[src/rtl/proc_run_ctrl.sv]
// Run/halt/single-step sequencer: produces the per-cycle commit enable for the
// single-cycle datapath, handles N-instruction stepping, a PC breakpoint,
// halt-cause reporting and a retired-instruction counter.
module proc_run_ctrl #(
    parameter int DBITS     = 32,
    parameter int STEP_BITS = 8
) (
    input  logic                 clk,
    input  logic                 reset,
    input  logic                 runReq,
    input  logic                 stepReq,
    input  logic                 haltReq,
    input  logic [STEP_BITS-1:0] stepCount,
    input  logic                 brkEn,
    input  logic [DBITS-1:0]     brkAddr,
    input  logic [DBITS-1:0]     pcOut,
    output logic                 cpuEn,
    output logic                 halted,
    output logic [1:0]           haltCause,
    output logic [DBITS-1:0]     retired
);

    typedef enum logic [1:0] {
        S_HALT = 2'd0,
        S_RUN  = 2'd1,
        S_STEP = 2'd2
    } state_t;

    localparam logic [1:0] CAUSE_RESET = 2'b00;
    localparam logic [1:0] CAUSE_HALT  = 2'b01;
    localparam logic [1:0] CAUSE_STEP  = 2'b10;
    localparam logic [1:0] CAUSE_BRK   = 2'b11;

    state_t               state_q, state_d;
    logic [STEP_BITS-1:0] steps_left_q, steps_left_d;
    logic                 skip_brk_q, skip_brk_d;
    logic                 halted_q, halted_d;
    logic [1:0]           halt_cause_q, halt_cause_d;
    logic [DBITS-1:0]     retired_q, retired_d;

    logic                 brk_match;
    logic                 active;

    // skip_brk masks the breakpoint for the first cycle after a resume so the
    // instruction sitting at brkAddr gets executed instead of re-trapping.
    assign brk_match = brkEn && (pcOut == brkAddr) && !skip_brk_q;
    assign active    = (state_q == S_RUN) || (state_q == S_STEP);
    assign cpuEn     = active && !brk_match && !haltReq;

    assign halted    = halted_q;
    assign haltCause = halt_cause_q;
    assign retired   = retired_q;

    // Next-state, step counter, cause and retired-count logic.
    always_comb begin
        state_d      = state_q;
        steps_left_d = steps_left_q;
        skip_brk_d   = skip_brk_q;
        halt_cause_d = halt_cause_q;
        retired_d    = retired_q + DBITS'(cpuEn);

        case (state_q)
            S_HALT: begin
                if (haltReq) begin
                    halt_cause_d = CAUSE_HALT;
                end else if (stepReq) begin
                    // A zero-length step request is dropped entirely.
                    if (stepCount != '0) begin
                        state_d      = S_STEP;
                        steps_left_d = stepCount;
                        skip_brk_d   = 1'b1;
                    end
                end else if (runReq) begin
                    state_d    = S_RUN;
                    skip_brk_d = 1'b1;
                end
            end
            S_RUN: begin
                skip_brk_d = 1'b0;
                if (haltReq) begin
                    state_d      = S_HALT;
                    halt_cause_d = CAUSE_HALT;
                end else if (brk_match) begin
                    state_d      = S_HALT;
                    halt_cause_d = CAUSE_BRK;
                end
            end
            S_STEP: begin
                skip_brk_d = 1'b0;
                if (haltReq) begin
                    state_d      = S_HALT;
                    halt_cause_d = CAUSE_HALT;
                    steps_left_d = '0;
                end else if (brk_match) begin
                    state_d      = S_HALT;
                    halt_cause_d = CAUSE_BRK;
                    steps_left_d = '0;
                end else begin
                    steps_left_d = steps_left_q - STEP_BITS'(1);
                    if (steps_left_q == STEP_BITS'(1)) begin
                        state_d      = S_HALT;
                        halt_cause_d = CAUSE_STEP;
                    end
                end
            end
            default: begin
                state_d = S_HALT;
            end
        endcase

        halted_d = (state_d == S_HALT);
    end

    // State registers with synchronous reset.
    always_ff @(posedge clk) begin
        if (reset) begin
            state_q      <= S_HALT;
            steps_left_q <= '0;
            skip_brk_q   <= 1'b0;
            halted_q     <= 1'b1;
            halt_cause_q <= CAUSE_RESET;
            retired_q    <= '0;
        end else begin
            state_q      <= state_d;
            steps_left_q <= steps_left_d;
            skip_brk_q   <= skip_brk_d;
            halted_q     <= halted_d;
            halt_cause_q <= halt_cause_d;
            retired_q    <= retired_d;
        end
    end

endmodule
[config.mk]
export PLATFORM = sky130hd
export DESIGN_NAME = proc_run_ctrl
export DESIGN_NICKNAME = d
export VERILOG_FILES = /design/src/rtl/proc_run_ctrl.sv
export SDC_FILE = /design/constraint.sdc
export NUM_CORES = 1
export LEC_CHECK = 0
export ABC_AREA = 1
export CORE_UTILIZATION = 40
export DETAILED_ROUTE_END_ITERATION = 16
export PLACE_DENSITY = 0.83
export SLEW_MARGIN = 20
export SYNTH_ARGS = -nofsm -noshare
export SYNTH_HDL_FRONTEND = slang
export SYNTH_SLANG_ARGS = --single-unit
export TNS_END_PERCENT = 5
[constraint.sdc]
create_clock -name clk -period 2.4 [get_ports clk]
set_clock_uncertainty 0.15 [all_clocks]
set_input_delay 0.48 -clock clk [delete_from_list [all_inputs] [get_ports clk]]
set_output_delay 0.48 -clock clk [all_outputs]
set_load 0.005 [all_outputs]
# ---- Word-level counts from Yosys, hierarchy flattened
# Index checks and enable logic that the tools add are counted.
dict set report classes {
  add_sub_neg 2
  n_lt_le_gt_ge 0
  bitwise 0
  n_eq_ne 12
  muxes 28
  shifts 0
  div 0
  reduce_logical 18
  mul 0
}
# op count
set op_table {}
lappend op_table {{2-to-1 mux 8 bit} 5}
lappend op_table {{adder 32 x 1 -> 32 bit} 1}
lappend op_table {{equality test 32 bit} 1}
lappend op_table {{2-to-1 mux 2 bit} 15}
lappend op_table {{one-hot mux 8 bit (2 select lines)} 1}
lappend op_table {{one-hot mux 2 bit (3 select lines)} 2}
lappend op_table {{AND reduction 4 bit} 3}
lappend op_table {{!= test 3 bit (second input constant)} 3}
lappend op_table {{equality test 8 x 1 -> 1 bit (second input constant)} 1}
lappend op_table {{!= test 2 bit (second input constant)} 4}
lappend op_table {{nonzero test 8 bit} 1}
lappend op_table {{subtractor 8 x 1 -> 8 bit (second input constant)} 1}
lappend op_table {{logical AND 1 bit} 4}
lappend op_table {{zero test 2 bit} 2}
lappend op_table {{2-to-1 mux 1 bit} 4}
lappend op_table {{!= test 4 x 3 -> 1 bit (second input constant)} 1}
lappend op_table {{nonzero test 2 bit} 2}
lappend op_table {{zero test 1 bit} 3}
lappend op_table {{nonzero test 3 bit} 1}
lappend op_table {{equality test 2 x 1 -> 1 bit (second input constant)} 1}
lappend op_table {{equality test 2 bit (second input constant)} 1}
lappend op_table {{one-hot mux 1 bit (2 select lines)} 1}
lappend op_table {{OR reduction 2 bit} 1}
lappend op_table {{logical OR 1 bit} 1}
dict set report totals {
  mem_bits_rw 0
  word_cells 66
  ff_bits 46
  n_memories 0
  output_inout_bits 36
  rom_bits 0
  latchBits 0
}

# ---- Logic depth before layout (Yosys ltp)
dict set report logic_depth {
  ltp_word 7
  ltp_mapped 23
  ltp_nobuf 23
}

# ---- Worst setup path before layout
# Ideal clock, no wire load.
dict set report synth_path {
  kind {input-to-reg}
  startpoint {in pcOut[26]}
  endpoint {reg retired_q[28], in the netlist retired[28]}
  t_arrival_ns 2.452
  path_buffers 0
  path_stages 23
  setup_slack_ns -0.316
  required_time_ns 2.135
  path_cell_list {nand2_1 -> inv_1 -> nor2_1 -> nor2_1 -> nand2_1 -> nor2_1 -> nand2_1 -> nor2_1 -> nand2_2 -> nand2_1 -> nor2_1 -> ha_1 -> ha_1 -> nand2_1 -> nor2_1 -> nand2_2 -> nor2_4 -> nand2_2 -> nor2_4 -> nand2_2 -> nor3_2 -> a21oi_1 -> o21a_1}
}
dict set report synth_between {
  elab_chain_cells 7
}
# item line
set synth_lines {}
lappend synth_lines {{start, declared} 16} ;# input logic [DBITS-1:0] pcOut,
lappend synth_lines {{equality test 32 bit} 46} ;# assign brk_match = brkEn && (pcOut == brkAddr) && !skip_brk_q;
lappend synth_lines {{logical AND 1 bit (2 in series)} 46}
lappend synth_lines {{zero test 1 bit} 48} ;# assign cpuEn = active && !brk_match && !haltReq;
lappend synth_lines {{logical AND 1 bit (2 in series)} 48}
lappend synth_lines {{net cpuEn} 17} ;# output logic cpuEn,
lappend synth_lines {{adder 32 x 1 -> 32 bit} 60} ;# retired_d = retired_q + DBITS'(cpuEn);
lappend synth_lines {{end signal, assigned} 129} ;# retired_q <= retired_d;
lappend synth_lines {{end, declared} 39} ;# logic [DBITS-1:0] retired_q, retired_d;
# The timed path passes the listed nets, and every way through them passes these cells.
# A chain may end at the register's enable or synchronous reset.

# ---- Worst setup path after layout
dict set report layout_path {
  startpoint {in pcOut[5]}
  endpoint {reg retired_q[28], in the netlist retired[28]}
}
dict set report layout_between {
  elab_chain_cells 7
}
# item line
set layout_lines {}
lappend layout_lines {{equality test 32 bit} 46}
lappend layout_lines {{logical AND 1 bit (2 in series)} 46}
lappend layout_lines {{zero test 1 bit} 48}
lappend layout_lines {{logical AND 1 bit (2 in series)} 48}
lappend layout_lines {{adder 32 x 1 -> 32 bit} 60}
# No other way between the ends.

==> results <==
- The global routing usage on met3 is 3.85%.
- For this run, the top clock speed supported by timing is 397 MHz.
- The pin count of the biggest net entering global routing is 22.
- In the global route stage, overall resource usage came out at 22.4%.
- The mapped cell area is 3170 um^2.
- After synthesis, the mean cell area works out to 6.47 um^2.
- The setup slack after placement is -0.953 ns.
- The most numerous cell type found on the critical path is sky130_fd_sc_hd__nand2_4.
- The startpoint of the tightest hold check path is steps_left_q[1].
- The sort of element at the end of the critical path is a flop.
- The remaining global-route overflow is 0.
- The nature of the critical path startpoint is an input port.
- The initial antenna violation count is 0.
- The total wirelength of the detailed-routed design is 9450 um.
- The total power is 0.00177 W.
- Relative to the synthesized area, the layout overhead comes to 48.6%.
- The critical path starts at pcOut[5].
- The sequential cell area fraction in the yosys report is 29.1%.
- In the routed design, unresolved DRC markers number 0.
- The via total after detailed routing is 3654.
- The final reports fail on negative setup slack.
- The count of port buffers added during placement is 113.
- The post-route netlist has 23.0% of its cells at a drive strength greater than 1.
- The detailed router finished its first iteration with 212 violations.
- The H-tree was split into 2 levels.
- In the post-synthesis netlist, the biggest area contributors are sky130_fd_sc_hd__dfxtp_1, sky130_fd_sc_hd__nand2_1, sky130_fd_sc_hd__inv_1.
- The maximum clock insertion buffer count is 2.
- In the synthesized netlist the dominant register cell turns out to be sky130_fd_sc_hd__dfxtp_1.
- The highest ir drop seen on vdd is 0.000271 V.
- Clock tree synthesis selected as its root buffer the cell sky130_fd_sc_hd__clkbuf_8.
- The net total in the final layout is 721.
- The final-layout fill cell count is 684.
- The total clock buffers created by CTS is 5.
- Counting every instance in the synthesized netlist gives 490.
- The final weighted congestion in routability-driven placement is 0.898.
- In this run the count of I/O pins placed on the die edge is 114.
- After detailed placement, the total cell area comes to 4580 um^2.
- The smallest setup slack after layout is -0.119 ns.
- The count of pins over their slew limit is 0.
- The average wire length per cell after detail routing is 12.8 um.
- The flow ran to the end, but the final reports show violations.
- The share of synthesized flip-flops with an asynchronous set or reset is 0%.
- Once the floorplan was initialized, standard cells occupied 41.2% of the core.
- The row count is 32.
- The register bit total from synthesis is 46.
- Global routing consumed, on the met1 layer, 26.5% of the routing resources.
- TritonCTS built the clock tree.
- The final critical delay including setup and external delays is 2.52 ns.
- The critical path contains buffers and inverters numbering 3 combined.
- The sum of net half-perimeters after detailed placement is 7220 um.
- The floorplan die area is 8280 um^2.
- The number of max-capacitance violations reported is 0.
- The count of final setup violators is 11.
- The die extent in y is 91.0 um.
- The cell with the biggest individual delay on the critical path is sky130_fd_sc_hd__clkdlybuf4s15_1.
- The finished cells cover 4710 um^2.
- The worst slew slack as a fraction of its limit is 62.6%.
- At the worst endpoint, the arrival time is 2.62 ns.
- In this run the remaining antenna-violating nets after routing total 0.
- Setup slack on the worst reg-to-reg path comes out at -0.08 ns.
- The total number of clock tree sinks is 46.
- The required time reported for the critical path endpoint is 2.50 ns.
- The critical register-to-register path startpoint is skip_brk_q.
- The number of global-route vias before repair came to 3416.
- The actual transition at the worst max-transition pin is 0.560 ns.
- Setup repair after global routing could not meet its margin everywhere.
- By startpoint and endpoint, the worst setup path is classified as input port to flop.
- The global routing stage identified its most utilized layer as met2.
- The global-route wire length before repair is 15200 um.
- The cell family contributing the most delay on the critical path is simple AND/OR/NAND/NOR gates.
- The cell total after placement is 724.
- In this run the power density over the cells is 377 nW/um^2.
- The part of the cycle the worst path needs is 105%.
- Leaving out filler cells and counting taps, the final layout contains 738.
- The distinct cell type count after synthesis is 39.
- The number of antenna cells inserted is 0.
- The largest total area in the synthesized netlist belongs to sky130_fd_sc_hd__dfxtp_1.
- The area fraction of the dominant cell type after synthesis is 29.1%.
- The final number of hold-violating endpoints is 0.
- The number of flops mapped to enable cells by yosys is 0.
- From left edge to right edge, the die measures 91.0 um.
- The mean number of vias per cell is 4.95.
- In this run the worst path has a maximum fanout of 4.
- The yosys synthesis warning count is 0.
- For this design the static power due to leakage is 2.18 nW.
- The core area is 7690 um^2.
- The min-delay analysis places its worst path in the category flop to flop.
- For this run, the detailed router's first-pass iteration total came to 4.
- Synthesis produced a netlist with a net count of 576.
- On the worst path, the slowest cell contributes a delay of 0.16 ns.
- In the global route stage, met2 resource usage came out at 41.2%.
- Traced cell by cell, the critical path runs through clkdlybuf4s15_1 > inv_1 > nand2_1 > nand4_1 > nor2_1 > nand2_1 > nor2_2 > nand2_2 > nand2_4 > nor2_4 > ha_4 > ha_4 > nand2_4 > nor2_4 > nand2_4 > nor2_4 > nand2_4 > nor2_4 > nand2_4 > nor3_4 > buf_4 > o21a_1.
- The clock-pin slew of the registers on the worst-case setup and hold paths is 0.09 ns.
- For the worst-skew pair, the clock arrives at the later sink with an insertion delay of 0.30 ns.
==> kinds of logic after synthesis <==
logic type | Yosys count | share of synthesized area [%]
xor+xnor | 21 | 5.81
fa+ha+maj | 8 | 3.16
buf+inv | 92 | 11.4
flops | 46 | 29.1
compound gates | 72 | 12.4
simple gates | 251 | 38.1
==> through the flow <==
step                hold slack (ns)  utilization [%]  setup TNS, ns
finish                        0.346             61.2         -0.783
global route                  0.369             61.2          -3.15
CTS                           0.347             61.0          -1.39
detailed placement            0.335             59.6         -21.01
global placement              0.312             59.6         -19.39
floorplan                     0.279                -          -1.81
==> path summary, 6_finish.rpt <==
check / endpoint / cells after the start
setup / recovery: retired[28] / 22
hold / removal: steps_left_q[1] / 2
setup reg to reg: retired[28] / 22
hold reg to reg: steps_left_q[1] / 2
==> Yosys cell counts (3+ instances only) <==
cell / count
sky130_fd_sc_hd__nand4_1: 20
sky130_fd_sc_hd__clkbuf_1: 3
sky130_fd_sc_hd__o21a_1: 4
sky130_fd_sc_hd__xnor2_1: 11
sky130_fd_sc_hd__nor2_2: 3
sky130_fd_sc_hd__or2_0: 4
sky130_fd_sc_hd__nand2_2: 6
sky130_fd_sc_hd__nand2_1: 110
sky130_fd_sc_hd__nor2_1: 60
sky130_fd_sc_hd__ha_1: 8
sky130_fd_sc_hd__dfxtp_1: 46
sky130_fd_sc_hd__o21ai_1: 3
sky130_fd_sc_hd__o211ai_1: 3
sky130_fd_sc_hd__nor4_1: 3
sky130_fd_sc_hd__nor3_2: 3
sky130_fd_sc_hd__xor2_1: 10
sky130_fd_sc_hd__o21ai_0: 21
sky130_fd_sc_hd__inv_1: 84
sky130_fd_sc_hd__nand3_1: 18
sky130_fd_sc_hd__a21oi_1: 34
sky130_fd_sc_hd__nor3_1: 8
sky130_fd_sc_hd__nor2_4: 5
==> power by group <==
part	switching, W	internal [W]	leakage (nW)	total, W
registers	0.0000205	0.000787	0.373	0.000808
logic	0.000193	0.000196	1.75	0.000389
clock network	0.000270	0.000307	0.0579	0.000577
==> routing by layer <==
layer	vias to the layer above	wire, um
met1	1636	3990
met3	11	761
met5	-	0
met4	0	91
li1	1858	-
met2	149	4610
==> area by class of cell <==
cell class,instances,area (um^2),area share [%]
timing repair buffer,144,1190,25.4
inverter,86,323,6.86
clock inverter,3,40.0,0.851
sequential,46,921,19.6
multi-input combinational,352,2030,43.2
clock buffer,5,68.8,1.46
tap,102,128,2.71
==> repair_timing <==
item,CTS,global route
resized for setup,175,77
hold buffers,0,0
setup endpoints to repair,30,24
setup buffers,3,3
pin swaps,53,59
==> registers in the layout (all words and copies together) (netlist names) <==
name          cells
state_q           2
retired          32
steps_left_q      8
haltCause         2
skip_brk_q        1
halted            1
==> tightest hold or removal path, delay by kind of cell, from the launching register on <==
| family | cells | cell delay (ns) |
|---|---|---|
| flip-flops | 1 | 0.33 |
| AND/OR/NAND/NOR | 1 | 0.06 |
| AO/OA/AOI/OAI | 1 | 0.06 |
==> placed cells by master, fill, tap and decap left out, types with 4 or more instances in the layout <==
cell,n
sky130_fd_sc_hd__nand2_2,8
sky130_fd_sc_hd__inv_2,12
sky130_fd_sc_hd__a21oi_1,33
sky130_fd_sc_hd__clkdlybuf4s50_1,47
sky130_fd_sc_hd__nor3_1,8
sky130_fd_sc_hd__xor2_1,10
sky130_fd_sc_hd__nand2_1,103
sky130_fd_sc_hd__nand2_4,6
sky130_fd_sc_hd__inv_1,73
sky130_fd_sc_hd__buf_2,14
sky130_fd_sc_hd__nand4_1,20
sky130_fd_sc_hd__o21ai_1,7
sky130_fd_sc_hd__clkbuf_8,5
sky130_fd_sc_hd__nand3_1,17
sky130_fd_sc_hd__dfxtp_1,46
sky130_fd_sc_hd__nor2_1,50
sky130_fd_sc_hd__or2_0,4
sky130_fd_sc_hd__o21a_1,4
sky130_fd_sc_hd__nor2_2,9
sky130_fd_sc_hd__o21ai_0,17
sky130_fd_sc_hd__buf_4,31
sky130_fd_sc_hd__clkbuf_2,22
sky130_fd_sc_hd__clkdlybuf4s15_1,22
sky130_fd_sc_hd__xnor2_1,11
sky130_fd_sc_hd__ha_1,6
sky130_fd_sc_hd__buf_6,8
sky130_fd_sc_hd__nor2_4,9
(Power assumes the default switching activity.)
